<file path="src/rtl/lenet_layer_scheduler_pkg.sv">
// Shared definitions for the LeNet-5 layer sequencer: FSM encoding,
// layer indices and default sizing.
package lenet_pkg;

  localparam int NUM_LAYERS_DEF = 4;
  localparam int CNT_WIDTH_DEF  = 20;
  localparam logic [19:0] TIMEOUT_DEF = 20'hF_FFF0;

  localparam logic [1:0] L1_IDX  = 2'd0;
  localparam logic [1:0] L2_IDX  = 2'd1;
  localparam logic [1:0] FC1_IDX = 2'd2;
  localparam logic [1:0] FC_IDX  = 2'd3;

  typedef enum logic [5:0] {
    ST_IDLE    = 6'b000001,
    ST_RUN     = 6'b000010,
    ST_RELEASE = 6'b000100,
    ST_NEXT    = 6'b001000,
    ST_FINISH  = 6'b010000,
    ST_ERR     = 6'b100000
  } sched_state_e;

endpackage

</file>
<file path="src/rtl/lenet_layer_scheduler_watchdog.sv">
// Saturating per-layer cycle counter with a registered timeout flag that is
// high while the count sits at TIMEOUT_CYCLES-1.
module layer_watchdog_counter
  import lenet_pkg::*;
#(
  parameter int                   CNT_WIDTH      = CNT_WIDTH_DEF,
  parameter logic [CNT_WIDTH-1:0] TIMEOUT_CYCLES = CNT_WIDTH'(TIMEOUT_DEF)
) (
  input  logic                 clk,
  input  logic                 rst,
  input  logic                 clr,
  input  logic                 en,
  output logic [CNT_WIDTH-1:0] count,
  output logic                 timeout
);

  localparam logic [CNT_WIDTH-1:0] CNT_ONE = {{(CNT_WIDTH-1){1'b0}}, 1'b1};
  localparam logic [CNT_WIDTH-1:0] LIMIT   = TIMEOUT_CYCLES - CNT_ONE;

  logic [CNT_WIDTH-1:0] cnt_r;
  logic [CNT_WIDTH-1:0] cnt_nxt_s;
  logic                 timeout_r;

  // next count: clear wins, otherwise increment and stick at all-ones
  always_comb begin
    cnt_nxt_s = cnt_r;
    if (clr) begin
      cnt_nxt_s = '0;
    end else if (en && (cnt_r != '1)) begin
      cnt_nxt_s = cnt_r + CNT_ONE;
    end else begin
      cnt_nxt_s = cnt_r;
    end
  end

  // count and timeout registers; timeout is precomputed from the next count
  always_ff @(posedge clk) begin
    if (rst) begin
      cnt_r     <= '0;
      timeout_r <= (LIMIT == '0);
    end else begin
      cnt_r     <= cnt_nxt_s;
      timeout_r <= (cnt_nxt_s == LIMIT);
    end
  end

  assign count   = cnt_r;
  assign timeout = timeout_r;

endmodule

</file>
<file path="src/rtl/lenet_layer_scheduler.sv">
// Runs the LeNet-5 layer engines one at a time through their en/done levels,
// with a per-layer timeout watchdog and per-layer cycle profiling.
module lenet_layer_scheduler
  import lenet_pkg::*;
#(
  parameter int                   NUM_LAYERS     = NUM_LAYERS_DEF,
  parameter int                   CNT_WIDTH      = CNT_WIDTH_DEF,
  parameter logic [CNT_WIDTH-1:0] TIMEOUT_CYCLES = CNT_WIDTH'(TIMEOUT_DEF)
) (
  input  logic                  clk,
  input  logic                  rst,
  input  logic                  start,
  input  logic                  abort,
  input  logic [NUM_LAYERS-1:0] layer_done,
  output logic [NUM_LAYERS-1:0] layer_en,
  output logic [1:0]            cur_layer,
  output logic                  busy,
  output logic                  net_done,
  output logic                  error,
  output logic [1:0]            err_layer,
  output logic                  perf_valid,
  output logic [CNT_WIDTH-1:0]  perf_cycles
);

  localparam logic [1:0]           LAST_IDX = 2'(NUM_LAYERS - 1);
  localparam logic [CNT_WIDTH-1:0] CNT_ONE  = {{(CNT_WIDTH-1){1'b0}}, 1'b1};

  function automatic logic [NUM_LAYERS-1:0] layer_onehot(input logic [1:0] idx);
    layer_onehot = {{(NUM_LAYERS-1){1'b0}}, 1'b1} << idx;
  endfunction

  function automatic logic [CNT_WIDTH-1:0] sat_inc(input logic [CNT_WIDTH-1:0] v);
    sat_inc = (v == '1) ? v : (v + CNT_ONE);
  endfunction

  sched_state_e          st_r, st_s;
  logic                  start_d_r;
  logic [NUM_LAYERS-1:0] layer_en_r, layer_en_s;
  logic [1:0]            cur_layer_r, cur_layer_s;
  logic                  busy_r, busy_s;
  logic                  net_done_r, net_done_s;
  logic                  error_r, error_s;
  logic [1:0]            err_layer_r, err_layer_s;
  logic                  perf_valid_r, perf_valid_s;
  logic [CNT_WIDTH-1:0]  perf_cycles_r, perf_cycles_s;
  logic                  cnt_clr_s, cnt_en_s;
  logic [CNT_WIDTH-1:0]  cnt_s;
  logic                  timeout_s;
  logic                  start_edge_s, done_cur_s, last_s;

  assign start_edge_s = start & ~start_d_r;
  assign done_cur_s   = layer_done[cur_layer_r];
  assign last_s       = (cur_layer_r == LAST_IDX);

  layer_watchdog_counter #(
    .CNT_WIDTH      (CNT_WIDTH),
    .TIMEOUT_CYCLES (TIMEOUT_CYCLES)
  ) u_watchdog (
    .clk     (clk),
    .rst     (rst),
    .clr     (cnt_clr_s),
    .en      (cnt_en_s),
    .count   (cnt_s),
    .timeout (timeout_s)
  );

  // next-state and next-output decode; abort overrides every state
  always_comb begin
    st_s          = st_r;
    layer_en_s    = layer_en_r;
    cur_layer_s   = cur_layer_r;
    busy_s        = busy_r;
    net_done_s    = 1'b0;
    error_s       = error_r;
    err_layer_s   = err_layer_r;
    perf_valid_s  = 1'b0;
    perf_cycles_s = perf_cycles_r;
    cnt_clr_s     = 1'b0;
    cnt_en_s      = 1'b0;
    if (abort) begin
      st_s       = ST_IDLE;
      layer_en_s = '0;
      busy_s     = 1'b0;
      cnt_clr_s  = 1'b1;
    end else begin
      case (st_r)
        ST_IDLE, ST_ERR: begin
          if (start_edge_s) begin
            st_s        = ST_RUN;
            cur_layer_s = L1_IDX;
            layer_en_s  = layer_onehot(L1_IDX);
            busy_s      = 1'b1;
            error_s     = 1'b0;
            cnt_clr_s   = 1'b1;
          end else begin
            st_s = st_r;
          end
        end
        ST_RUN: begin
          // done is checked first so it wins a tie with the timeout
          if (done_cur_s) begin
            st_s          = ST_RELEASE;
            layer_en_s    = '0;
            perf_valid_s  = 1'b1;
            perf_cycles_s = sat_inc(cnt_s);
          end else if (timeout_s) begin
            st_s        = ST_ERR;
            layer_en_s  = '0;
            busy_s      = 1'b0;
            error_s     = 1'b1;
            err_layer_s = cur_layer_r;
          end else begin
            cnt_en_s = 1'b1;
          end
        end
        ST_RELEASE: begin
          if (!done_cur_s) begin
            cnt_clr_s = 1'b1;
            if (last_s) begin
              st_s       = ST_FINISH;
              net_done_s = 1'b1;
              busy_s     = 1'b0;
            end else begin
              st_s = ST_NEXT;
            end
          end else begin
            st_s = ST_RELEASE;
          end
        end
        ST_NEXT: begin
          st_s        = ST_RUN;
          cur_layer_s = cur_layer_r + 2'd1;
          layer_en_s  = layer_onehot(cur_layer_r + 2'd1);
        end
        ST_FINISH: begin
          st_s = ST_IDLE;
        end
        default: begin
          st_s       = ST_IDLE;
          layer_en_s = '0;
          busy_s     = 1'b0;
          cnt_clr_s  = 1'b1;
        end
      endcase
    end
  end

  // state and output registers
  always_ff @(posedge clk) begin
    if (rst) begin
      st_r          <= ST_IDLE;
      start_d_r     <= 1'b0;
      layer_en_r    <= '0;
      cur_layer_r   <= 2'd0;
      busy_r        <= 1'b0;
      net_done_r    <= 1'b0;
      error_r       <= 1'b0;
      err_layer_r   <= 2'd0;
      perf_valid_r  <= 1'b0;
      perf_cycles_r <= '0;
    end else begin
      st_r          <= st_s;
      start_d_r     <= start;
      layer_en_r    <= layer_en_s;
      cur_layer_r   <= cur_layer_s;
      busy_r        <= busy_s;
      net_done_r    <= net_done_s;
      error_r       <= error_s;
      err_layer_r   <= err_layer_s;
      perf_valid_r  <= perf_valid_s;
      perf_cycles_r <= perf_cycles_s;
    end
  end

  assign layer_en    = layer_en_r;
  assign cur_layer   = cur_layer_r;
  assign busy        = busy_r;
  assign net_done    = net_done_r;
  assign error       = error_r;
  assign err_layer   = err_layer_r;
  assign perf_valid  = perf_valid_r;
  assign perf_cycles = perf_cycles_r;

endmodule

</file>
<file path="config.mk">
export PLATFORM = sky130hd
export DESIGN_NAME = lenet_layer_scheduler
export DESIGN_NICKNAME = d
export VERILOG_FILES = /design/src/rtl/lenet_layer_scheduler_pkg.sv /design/src/rtl/lenet_layer_scheduler_watchdog.sv /design/src/rtl/lenet_layer_scheduler.sv
export SDC_FILE = /design/constraint.sdc
export NUM_CORES = 1
export LEC_CHECK = 0
export ABC_AREA = 0
export CAP_MARGIN = 20
export CORE_ASPECT_RATIO = 0.6
export CORE_MARGIN = 5
export CORE_UTILIZATION = 35
export CTS_BUF_LIST = sky130_fd_sc_hd__clkbuf_8
export CTS_CLUSTER_SIZE = 30
export DETAILED_ROUTE_END_ITERATION = 16
export PLACE_DENSITY_LB_ADDON = 0.1
export SYNTH_ARGS = -nofsm -noshare
export SYNTH_HDL_FRONTEND = slang
export SYNTH_HIERARCHICAL = 1
export SYNTH_SLANG_ARGS = --single-unit
</file>
<file path="constraint.sdc">
create_clock -name clk -period 5.9 [get_ports clk]
set_input_delay 0.59 -clock clk [delete_from_list [all_inputs] [get_ports clk]]
set_output_delay 0.59 -clock clk [all_outputs]
set_load 0.03 [all_outputs]
</file>
* After elaboration in Yosys (flattened, before gate mapping)
Cells that the tools add are included.
** Operators by class
- Add/sub/neg operators :: 2
- $lt $le $gt $ge :: 1
- Reductions and logical operators :: 17
- Muxes and demuxes :: 37
- Bitwise operators :: 8
- Equality and inequality tests :: 16
- Shifts and indexed selects :: 1
** Operators by type and width (number)
- 2-to-1 mux 20 bit :: 3
- == test 20 bit (second input constant) :: 2
- 2-to-1 mux 6 bit :: 4
- one-hot mux 6 bit (4 select lines) :: 1
- adder 20 x 1 -> 20 bit (second input constant) :: 1
- != test 20 bit (second input constant) :: 1
- 2-to-1 mux 1 bit :: 18
- one-hot mux 4 bit (4 select lines) :: 1
- 2-to-1 mux 4 bit :: 3
- AND reduction 3 bit :: 3
- != test 2 bit (second input constant) :: 4
- OR reduction 2 bit :: 4
- NOT 1 bit :: 7
- == test 6 x 1 -> 1 bit (second input constant) :: 1
- == test 6 x 2 -> 1 bit (second input constant) :: 1
- == test 6 x 3 -> 1 bit (second input constant) :: 1
- == test 6 x 4 -> 1 bit (second input constant) :: 1
- == test 6 x 5 -> 1 bit (second input constant) :: 1
- == test 6 bit (second input constant) :: 1
- AND reduction 6 bit :: 1
- OR reduction 3 bit :: 2
- 2-to-1 mux 5 bit :: 1
- AND reduction 5 bit :: 1
- one-hot mux 1 bit (4 select lines) :: 1
- other kinds (17) :: 18
** Word-level totals
- Logic and storage cells :: 94
- Output and inout port bits :: 32
- Register bits after elaboration :: 60

* Depth between registers and ports, before layout
Gate-level depths: netlist of run 1.
- Word-level depth :: 9
- Mapped depth :: 11
- Mapped depth without buffers :: 10

* By module
Netlist of run 1, hierarchy kept.
** Modules (own cells, without submodules)
- lenet_layer_scheduler :: cells each 266, sequential area each 780.7 sq um, instances 1, area each 2219.6 sq um
- layer_watchdog_counter :: cells each 146, sequential area each 420.4 sq um, instances 1, area each 1226.2 sq um

* Worst setup path after synthesis of run 1
OpenSTA, ideal clock, no wires.
- Path type :: reg2reg
- Start :: register cur_layer_r[0] (netlist: cur_layer[0])
- End :: register u_watchdog.timeout_r (netlist: u_watchdog/timeout)
- Arrival time :: 3275 ps
- Data required time :: 5812 ps
- Period minus slack after synthesis :: 3363 ps
- Setup slack :: 2537 ps
- Stages on the path, launching flop included :: 10
- Path through :: dfxtp_1 > mux4_2 > and4bb_2 > nor2b_1 > inv_2 > or4_4 > nor3b_2 > xnor2_1 > or3_1 > nor4_2
** On the way
- Longest elaborated chain between the ends :: 9
** Ends and longest elaborated chain
- from (decl) :: line lenet_layer_scheduler.sv:39 : logic [1:0] cur_layer_r, cur_layer_s;
- from (signal assigned) :: line lenet_layer_scheduler.sv:165 : cur_layer_r <= cur_layer_s;
- binary-select mux 1 bit (select 2 bit) :: line lenet_layer_scheduler.sv:52 : assign done_cur_s = layer_done[cur_layer_r];
- 2-to-1 mux 1 bit (not written as such) :: line lenet_layer_scheduler.sv:52
- 2-to-1 mux 1 bit :: line lenet_layer_scheduler.sv:101 : if (done_cur_s) begin
- 2-to-1 mux 1 bit :: line lenet_layer_scheduler.sv:86 : case (st_r)
- 2-to-1 mux 1 bit :: line lenet_layer_scheduler.sv:80 : if (abort) begin
- via cnt_en_s :: line lenet_layer_scheduler.sv:46 : logic cnt_clr_s, cnt_en_s;
- logical AND 1 bit :: line lenet_layer_scheduler_watchdog.sv:29 : end else if (en && (cnt_r != '1)) begin
- 2-to-1 mux 20 bit :: line lenet_layer_scheduler_watchdog.sv:29
- 2-to-1 mux 20 bit :: line lenet_layer_scheduler_watchdog.sv:27 : if (clr) begin
- == test 20 bit :: line lenet_layer_scheduler_watchdog.sv:43 : timeout_r <= (cnt_nxt_s == LIMIT);
- to (signal assigned) :: line lenet_layer_scheduler_watchdog.sv:40 : timeout_r <= (LIMIT == '0);
- to (signal assigned) :: line lenet_layer_scheduler_watchdog.sv:43
- to (decl) :: line lenet_layer_scheduler_watchdog.sv:22 : logic timeout_r;
The timed path passes the listed nets, and every way through them passes these cells. The select of a mux whose other input is x is not followed.
A chain may end at the register's enable or synchronous reset.

* Worst setup path in the final report of run 1
- Start :: input layer_done[3]
- End :: register u_watchdog.timeout_r (netlist: u_watchdog/timeout)
** On the way
- Longest elaborated chain between the ends :: 9
** Ends and longest elaborated chain
- from (decl) :: line lenet_layer_scheduler.sv:14 : input logic [NUM_LAYERS-1:0] layer_done,
- binary-select mux 1 bit (select 2 bit) :: line lenet_layer_scheduler.sv:52
- 2-to-1 mux 1 bit (not written as such) :: line lenet_layer_scheduler.sv:52
- 2-to-1 mux 1 bit :: line lenet_layer_scheduler.sv:101
- 2-to-1 mux 1 bit :: line lenet_layer_scheduler.sv:86
- 2-to-1 mux 1 bit :: line lenet_layer_scheduler.sv:80
- via cnt_en_s :: line lenet_layer_scheduler.sv:46
- logical AND 1 bit :: line lenet_layer_scheduler_watchdog.sv:29
- 2-to-1 mux 20 bit :: line lenet_layer_scheduler_watchdog.sv:29
- 2-to-1 mux 20 bit :: line lenet_layer_scheduler_watchdog.sv:27
- == test 20 bit :: line lenet_layer_scheduler_watchdog.sv:43
The timed path passes the listed nets, and every way through them passes these cells. The select of a mux whose other input is x is not followed.

==> results.toml, run 1 <==
[run_status]
status = "finished clean"

[routing]
route.detailed.drc = 0
postRouteAntennaNets = 0
drt_first_iter_violations = 407
via_per_inst = 5.39
wl_per_cell_um = 16.2
drt_pass1_iterations = 5
wirelength_um = 9420
vias = 3132

[timing]
finalSetupViolCount = 0
fin_crit_sh = 0.618
hold_viol = 0
relSlewSlack = 0.401
skew_ns = 0.00859
fin_crit_ns = 3.65
fmax_ghz = 0.274
worstMarginPinSlew_ns = 0.898
worst_slack_ns = 2.25
holdWs_ns = 0.451
slew_viol_final = 0
setup-tns-final_ns = 0
grt_setup_unrepaired = "no"

[setup_path]
max_stage_delay_ns = 0.59
worst-path-max-fanout = 7
endpoint = "u_watchdog/timeout$_SDFF_PP0_"
r2r_cells = 9
crit_path_top_delay_cell = "mux4_2"
regToRegSetupSlack_ns = 2.31
crit_required_ns = 6.16
cp-start-kind = "input pin"
crit_cells = 10
arrival_ns = 3.91
end_kind = "flip-flop"
cp_cell_sequence = "clkdlybuf4s50_1 -> mux4_2 -> and4bb_2 -> nor2b_1 -> inv_2 -> or4_4 -> nor3b_2 -> xnor2_1 -> or3_1 -> nor4_2"
crit_start = "layer_done[3]"
reg2reg_to = "u_watchdog/timeout$_SDFF_PP0_"
critical_path_class = "input pin to flip-flop"
path_delay_family = "simple AND/OR/NAND/NOR gates"
critPathBufInv = 2
reg2reg_from = "cur_layer[0]$_SDFFE_PP0P_"

[pwr]
p_leak_uw = 0.00127
switchingPower_uw = 194
ir_drop_uv = 99.6
power.internal_uw = 640
sequentialPowerShare = 0.493
pwr_density_cell_nw_per_um2 = 203
clkPwrFrac = 0.455
p_sw_frac = 0.232
combPwrFrac = 0.052
finalPower_uw = 833

[synthesis]
synth_cells = 412
synth_top_area_frac = 0.349
ys_warn_count = 6
ys_top_cells_by_count = "nor2_1 (67), dfxtp_1 (60), nand2_1 (26), a21oi_1 (20), o21ai_0 (19)"
synth-edff-count = 0
syn_area_per_cell_um2 = 8.36
yosysMostFrequentCell = "nor2_1"
ys_async_sr_fraction = 0
syn-num-nets = 426
ys_top_cells_by_area = "dfxtp_1 (35%), nor2_1 (7.3%), xnor2_1 (4.1%)"
ys_types = 64
synth_area_um2 = 3450
synth_seq_cells = 60
yosysTopAreaCell = "dfxtp_1"
ys_seq_area_frac = 0.349
postSynth.topFlopCell = "dfxtp_1"

[floorplan]
die_x_um = 138
fp.dieH_um = 86.9
die_area_um2 = 12000
floorplan.initialDensity = 0.354
io_pins = 40
core_um2 = 9740
rows = 28

[placed_design]
place.gp.congestion = 0.873
placed_cell_area_um2 = 3900
post-dp-hpwl_um = 6980
post-place-ws_ns = 1.94
io_buffer_count = 39

[cells_and_area]
fin_area_um2 = 4110
fin_nets = 455
nFillCells = 1037
antennaDiodeCount = 0
area_delta_synth_final_pct = 19.1
layout-drive-gt1-share = 0.110
multi_input_area_um2 = 2100
regArea_um2 = 1200

[cts]
postCtsSetupBuffers = 0
clkLatencyLatePin_ns = 0.34
clk_path_buf_depth = 2
hold_buffers = 0
clkTransAtPathRegs_ns = 0.07
ctsResizeCount = 0
h-tree-depth = 3
cts_tree = "yes"
cts-root-buf = "clkbuf_8"
cts.sinks = 60
cts_made_buffers = 9

[global_routing]
grt_start_max_net_pins = 31
grt_pass1_wl_um = 15700
antenna_found_initial = 0
grt_pass1_vias = 2866
grt_use_total = 0.165
grt_overflow_total = 0

[run]
drv_cap = 0

[hold_path]
whs_path_depth = 2
hold_class = "flip-flop to flip-flop"
==> placed cells by master, fill, tap and decap left out, drive strengths merged, types with 3 or more instances in the layout <==
| master | netlist | final |
|---|---|---|
| xnor2 | 16 | 16 |
| xor2 | 12 | 12 |
| nor3b | 7 | 7 |
| o21ai | 19 | 19 |
| nor4 | 9 | 9 |
| nand2 | 26 | 26 |
| or4 | 4 | 4 |
| clkbuf | 13 | 11 |
| nand4b | 3 | 3 |
| o311ai | 3 | 3 |
| inv | 9 | 10 |
| ha | 6 | 6 |
| dfxtp | 60 | 60 |
| nand4 | 12 | 12 |
| a22o | 4 | 4 |
| a211oi | 14 | 14 |
| nor3 | 21 | 21 |
| or2 | 6 | 6 |
| a21oi | 20 | 20 |
| mux2i | 5 | 5 |
| nand3 | 20 | 20 |
| a31oi | 4 | 4 |
| and3 | 4 | 4 |
| nor2 | 67 | 67 |
| nand3b | 4 | 4 |
| nor2b | 6 | 6 |
| clkdlybuf4s50 | 0 | 39 |
| or3 | 5 | 5 |
==> per-stage QoR <==
step	std cells	utilization
3_3_place_gp	565	0.401
3_5_place_dp	565	0.401
2_1_floorplan	412	-
6_report	581	0.422
5_1_grt	581	0.422
4_1_cts	581	0.422
==> cell families after synthesis <==
group | Yosys count | share of synthesized area
multiplexers | 6 | 0.0211
buffers and inverters | 31 | 0.0418
AO/OA/AOI/OAI | 80 | 0.156
AND/OR/NAND/NOR | 201 | 0.340
adder cells (fa/ha/maj) | 6 | 0.0218
XOR/XNOR | 28 | 0.0712
flip-flops | 60 | 0.349
==> registers in the layout, indices dropped and copies added, names as in the netlist <==
register	flops
error	1
start_d_r	1
busy	1
u_watchdog/count	20
u_watchdog/timeout	1
cur_layer	2
err_layer	2
layer_en	4
st_r	6
perf_cycles	20
net_done	1
perf_valid	1
==> per-layer routing <==
metal | GRT usage | vias up | part of all wire
met2 | 0.213 | 84 | 0.38
met5 | 0 | - | 0
met1 | 0.254 | 1480 | 0.55
met4 | 0.0448 | 0 | 0.010
met3 | 0.0554 | 9 | 0.064
li1 | - | 1559 | -
==> tightest hold or removal path, stage by stage (launching register included) <==
cell     delay, ns
dfxtp_1       0.31
nand2_1       0.05
a21oi_1       0.05
==> cell type report <==
class                      count  share of cell area
inverter                       9             0.00823
tap                          135              0.0411
sequential                    60               0.293
multi-input combinational    321               0.512
clock inverter                 5              0.0125
clock buffer                  11              0.0369
timing repair buffer          40              0.0969
==> worst min-delay path by stage <==
stage,endpoint,from,slack [ns]
2_1_floorplan,perf_cycles[15]$_SDFFE_PP0P_,u_watchdog/count[15]$_SDFF_PP0_,0.55
3_5_place_dp,perf_cycles[16]$_SDFFE_PP0P_,perf_cycles[16]$_SDFFE_PP0P_,0.44
5_1_grt,perf_cycles[16]$_SDFFE_PP0P_,perf_cycles[16]$_SDFFE_PP0P_,0.47
4_1_cts,perf_cycles[16]$_SDFFE_PP0P_,perf_cycles[16]$_SDFFE_PP0P_,0.45
3_3_place_gp,perf_cycles[12]$_SDFFE_PP0P_,perf_cycles[12]$_SDFFE_PP0P_,0.44
6_report,perf_cycles[16]$_SDFFE_PP0P_,perf_cycles[16]$_SDFFE_PP0P_,0.45
==> power groups by stage <==
stage / clock, µW / sequential [µW] / combinational, µW
final: 379 / 411 / 43.5
after global routing: 414 / 411 / 47.9
after CTS: 396 / 410 / 43.9
after detailed placement: 0 / 420 / 43.6
after global placement: 0 / 420 / 43.5
after floorplan: 0 / 421 / 27.6
Note: power is estimated with default switching activity, not from simulation.
==> inputs of run 2 (changes only) <==
Clock period 5.9 ns to 3.7 ns, I/O delays scaled along.
==> run 2 against run 1 <==
Net effect: clock-buffer cell count is the same; non-clock buffer count is 12 higher; die area is the same; cell count up 1.9%; setup slack worse by 1.9 ns; total power is 68% higher; first-iteration DRC count down 7.6%; sequential share of layout area is 0.77 points lower; critical path depth unchanged; combinational power up 67%; clock skew increased by 0.0019 ns; critical path type is now flip-flop to flip-flop; largest cell class unchanged; highest routed layer unchanged.
==> results.toml, run 2 (synthesis gave the netlist of run 1 again) <==
[routing]
drt_first_iter_violations = 376
route.detailed.drc = 0
via_per_inst = 5.36
wl_per_cell_um = 16.4
wirelength_um = 9720
drt_pass1_iterations = 5
postRouteAntennaNets = 0
vias = 3176

[cts]
cts_made_buffers = 9
clk_path_buf_depth = 2
cts_tree = "yes"
cts.sinks = 60
clkLatencyLatePin_ns = 0.36
hold_buffers = 0
postCtsSetupBuffers = 0
h-tree-depth = 3
cts-root-buf = "clkbuf_8"
clkTransAtPathRegs_ns = 0.07
ctsResizeCount = 0

[global_routing]
gr-usage-met1 = 0.249
antenna_found_initial = 0
grt_pass1_vias = 2902
grt_start_max_net_pins = 31
met2_usage = 0.216
grt_use_total = 0.166
grt_use_met3 = 0.0625
busiest_layer = "met1"
grt_pass1_wl_um = 15900
grt_overflow_total = 0

[pwr]
clkPwrFrac = 0.481
p_sw_frac = 0.222
sequentialPowerShare = 0.467
combPwrFrac = 0.052
ir_drop_uv = 226
switchingPower_uw = 312
power.internal_uw = 1090
p_leak_uw = 0.00134
pwr_density_cell_nw_per_um2 = 333

[timing]
fin_crit_sh = 0.894
finalSetupViolCount = 0
hold_viol = 0
grt_setup_unrepaired = "no"
fmax_ghz = 0.302
worst_slack_ns = 0.393
skew_ns = 0.0105
worstMarginPinSlew_ns = 0.917
relSlewSlack = 0.389
setup-tns-final_ns = 0
fin_crit_ns = 3.31
slew_viol_final = 0

[cells_and_area]
antennaDiodeCount = 0
fin_nets = 467
final_cell_mix = "nor2_1 (67), dfxtp_1 (60), clkdlybuf4s50_1 (39)"
layout-drive-gt1-share = 0.133
final_common_cell = "nor2_1"
area_delta_synth_final_pct = 22.4

[setup_path]
worst-path-max-fanout = 11
arrival_ns = 3.58
crit_required_ns = 3.98
cp-start-kind = "flip-flop"
r2r_cells = 10
end_kind = "flip-flop"
critical_path_class = "flip-flop to flip-flop"

[placed_design]
post-place-ws_ns = 0.274
post-dp-hpwl_um = 7150
place.gp.congestion = 1.02
io_buffer_count = 39

[hold_path]
hold_class = "flip-flop to flip-flop"
whs_path_depth = 2

[floorplan]
die_x_um = 138
die_area_um2 = 12000
fp.dieH_um = 86.9
core_um2 = 9740
io_pins = 40
rows = 28
floorplan.initialDensity = 0.354

[run]
drv_cap = 0

[run_status]
status = "finished clean"
[run 2: changes by cell type in the layout (fill, tap and decap cells not counted)]
cell | before | now
buf_4 | 1 | 13
bufinv_16 | 1 | 2
inv_1 | 8 | 7
clkinv_2 | 2 | 1
[run 2: critical path: stages (launching register included)]
cell and delay (ns):
dfxtp_1 0.43, nor4_1 0.71, and4bb_2 0.38, nor2b_1 0.16
buf_4 0.16, inv_2 0.06, or4_4 0.56, nor3_2 0.15
xnor2_1 0.12, or3_1 0.38, nor4_2 0.12
[run 2: final timing paths]
kind / slack [ns] / end / from
max: 0.39 / u_watchdog/timeout$_SDFF_PP0_ / st_r[2]$_SDFFE_PP0P_
min: 0.45 / perf_cycles[4]$_SDFFE_PP0P_ / perf_cycles[4]$_SDFFE_PP0P_
max reg2reg: 0.39 / u_watchdog/timeout$_SDFF_PP0_ / st_r[2]$_SDFFE_PP0P_
min reg2reg: 0.45 / perf_cycles[4]$_SDFFE_PP0P_ / perf_cycles[4]$_SDFFE_PP0P_
[run 2: power by group through the flow]
stage	logic, µW	clock network, µW	registers, µW
final	72.7	675	655
after global routing	78.7	721	655
after CTS	72.8	698	654
after detailed placement	72.4	0	669
after global placement	72.5	0	669
after floorplan	44.0	0	671
[run 2: cell type report]
class                   instances  area (µm²)
fillers                      1017        5520
multi-input cells             321        2100
flip-flops and latches         60        1200
repair buffers                 52         488
well taps                     135         169
clock buffers                  11         151
clock inverters                 4        72.6
inverters                       9        33.8
[run 2: metrics by stage]
step	power (µW)	hold slack, ns	utilization	area (µm²)	cells
CTS	1430	0.460	0.433	4220	592
floorplan	715	0.498	-	3450	412
finish	1400	0.454	0.433	4220	592
global placement	742	0.443	0.410	3990	577
global route	1450	0.485	0.433	4220	592
detailed placement	742	0.451	0.410	3990	577
[run 2: metal layers]
metal  up-vias  wire [µm]  share of wire
met3        10        781          0.080
met5         -          0              0
li1       1569          -              -
met2       115       3510           0.36
met4         0        116          0.012
met1      1482       5310           0.55
==> inputs of run 3 (changes only) <==
Settings changed: GPL_ROUTABILITY_DRIVEN set to 0.
==> run 3 against run 2 <==
Net effect: clock skew is 0.0024 ns lower; cell count is 0.17% lower; critical endpoint unchanged; hold slack worse by 0.0046 ns; largest cell class unchanged; critical path type unchanged.
==> results.toml, run 3 (synthesis gave the netlist of run 1 again) <==
[cts]
hold_buffers = 0
cts_made_buffers = 9
postCtsSetupBuffers = 0
cts-root-buf = "clkbuf_8"
clk_path_buf_depth = 2
clkTransAtPathRegs_ns = 0.07
h-tree-depth = 3
clkLatencyLatePin_ns = 0.36
ctsResizeCount = 0
cts_tree = "yes"
cts.sinks = 60

[setup_path]
crit_required_ns = 3.97
worst-path-max-fanout = 11
arrival_ns = 3.48
critical_path_class = "flip-flop to flip-flop"
end_kind = "flip-flop"
crit_path_top_delay_cell = "nor4_1"
max_stage_delay_ns = 0.58
cp_cell_sequence = "nor4_1 -> and4bb_2 -> nor2b_1 -> inv_2 -> or4_4 -> nor3b_2 -> xnor2_1 -> or3_1 -> nor4_2"
cp-start-kind = "flip-flop"

[cells_and_area]
fin_area_um2 = 4190
antennaDiodeCount = 0
final_common_cell = "nor2_1"
fin_nets = 465
utilization = 0.431
area_delta_synth_final_pct = 21.7
layout-drive-gt1-share = 0.129
final_cell_mix = "nor2_1 (67), dfxtp_1 (60), clkdlybuf4s50_1 (39)"

[global_routing]
grt_pass1_vias = 2975
antenna_found_initial = 0
grt_use_total = 0.168
grt_start_max_net_pins = 31
grt_overflow_total = 0
grt_pass1_wl_um = 16100

[placed_design]
placed_cell_area_um2 = 3980
post-dp-hpwl_um = 7040
io_buffer_count = 39

[routing]
route.detailed.drc = 0
drt_pass1_iterations = 5
vias = 3187
postRouteAntennaNets = 0
via_per_inst = 5.39
wirelength_um = 9590
drt_first_iter_violations = 364
wl_per_cell_um = 16.2

[timing]
relSlewSlack = 0.386
setup-tns-final_ns = 0
hold_viol = 0
slew_viol_final = 0
finalSetupViolCount = 0
worstMarginPinSlew_ns = 0.921
fin_crit_sh = 0.866
grt_setup_unrepaired = "no"
fmax_ghz = 0.312
skew_ns = 0.00812
fin_crit_ns = 3.21

[pwr]
power.internal_uw = 1060
p_sw_frac = 0.236
sequentialPowerShare = 0.474
pwr_density_cell_nw_per_um2 = 329
ir_drop_uv = 194
clkPwrFrac = 0.473
switchingPower_uw = 325
combPwrFrac = 0.053
p_leak_uw = 0.00132

[floorplan]
io_pins = 40
fp.dieH_um = 86.9
core_um2 = 9740
floorplan.initialDensity = 0.354
die_area_um2 = 12000
die_x_um = 138
rows = 28

[hold_path]
hold_class = "flip-flop to flip-flop"

[run]
drv_cap = 0

[run_status]
status = "finished clean"
run 3: stage by stage:
stage	worst slack [ns]	hold WS (ns)	total power [µW]	std cells
6_report	0.495	0.450	1380	591
5_1_grt	0.178	0.477	1440	591
4_1_cts	0.513	0.455	1410	591
3_5_place_dp	0.230	0.446	741	575
3_3_place_gp	0.311	0.442	741	575
2_1_floorplan	0.337	0.498	715	412
run 3: final timing paths:
path | from | slack (ns) | endpoint | depth (start not counted)
max | st_r[2]$_SDFFE_PP0P_ | 0.49 | u_watchdog/timeout$_SDFF_PP0_ | 9
min reg2reg | perf_cycles[12]$_SDFFE_PP0P_ | 0.45 | perf_cycles[12]$_SDFFE_PP0P_ | 2
min | perf_cycles[12]$_SDFFE_PP0P_ | 0.45 | perf_cycles[12]$_SDFFE_PP0P_ | 2
max reg2reg | st_r[2]$_SDFFE_PP0P_ | 0.49 | u_watchdog/timeout$_SDFF_PP0_ | 9
run 3: cell type report:
class | count | area [µm²]
multi-input cells | 321 | 2100
flip-flops and latches | 60 | 1200
repair buffers | 50 | 473
clock buffers | 9 | 124
well taps | 135 | 169
inverters | 9 | 33.8
clock inverters | 7 | 92.6
fillers | 1032 | 5550
run 3: power groups by stage:
stage	Sequential [µW]	Combinational (µW)	Clock, µW
floorplan	671	44.0	0
global placement	669	72.2	0
detailed placement	669	72.2	0
CTS	654	72.4	681
global route	655	79.0	710
finish	655	72.5	654
run 3: worst max-delay path: cells and delay by family, from the launching register on:
kind	cells	cell delay (ns)
DFF	1	0.43
buffers and inverters	1	0.10
xor gates and xnor gates	1	0.10
and+or+nand+nor	7	2.48
run 3: routing by layer:
metal | up-vias | routed length, µm | track usage
met1 | 1507 | 5300 | 0.260
met3 | 14 | 631 | 0.0521
met5 | - | 0 | 0
met2 | 94 | 3550 | 0.216
li1 | 1572 | - | -
met4 | 0 | 108 | 0.0547
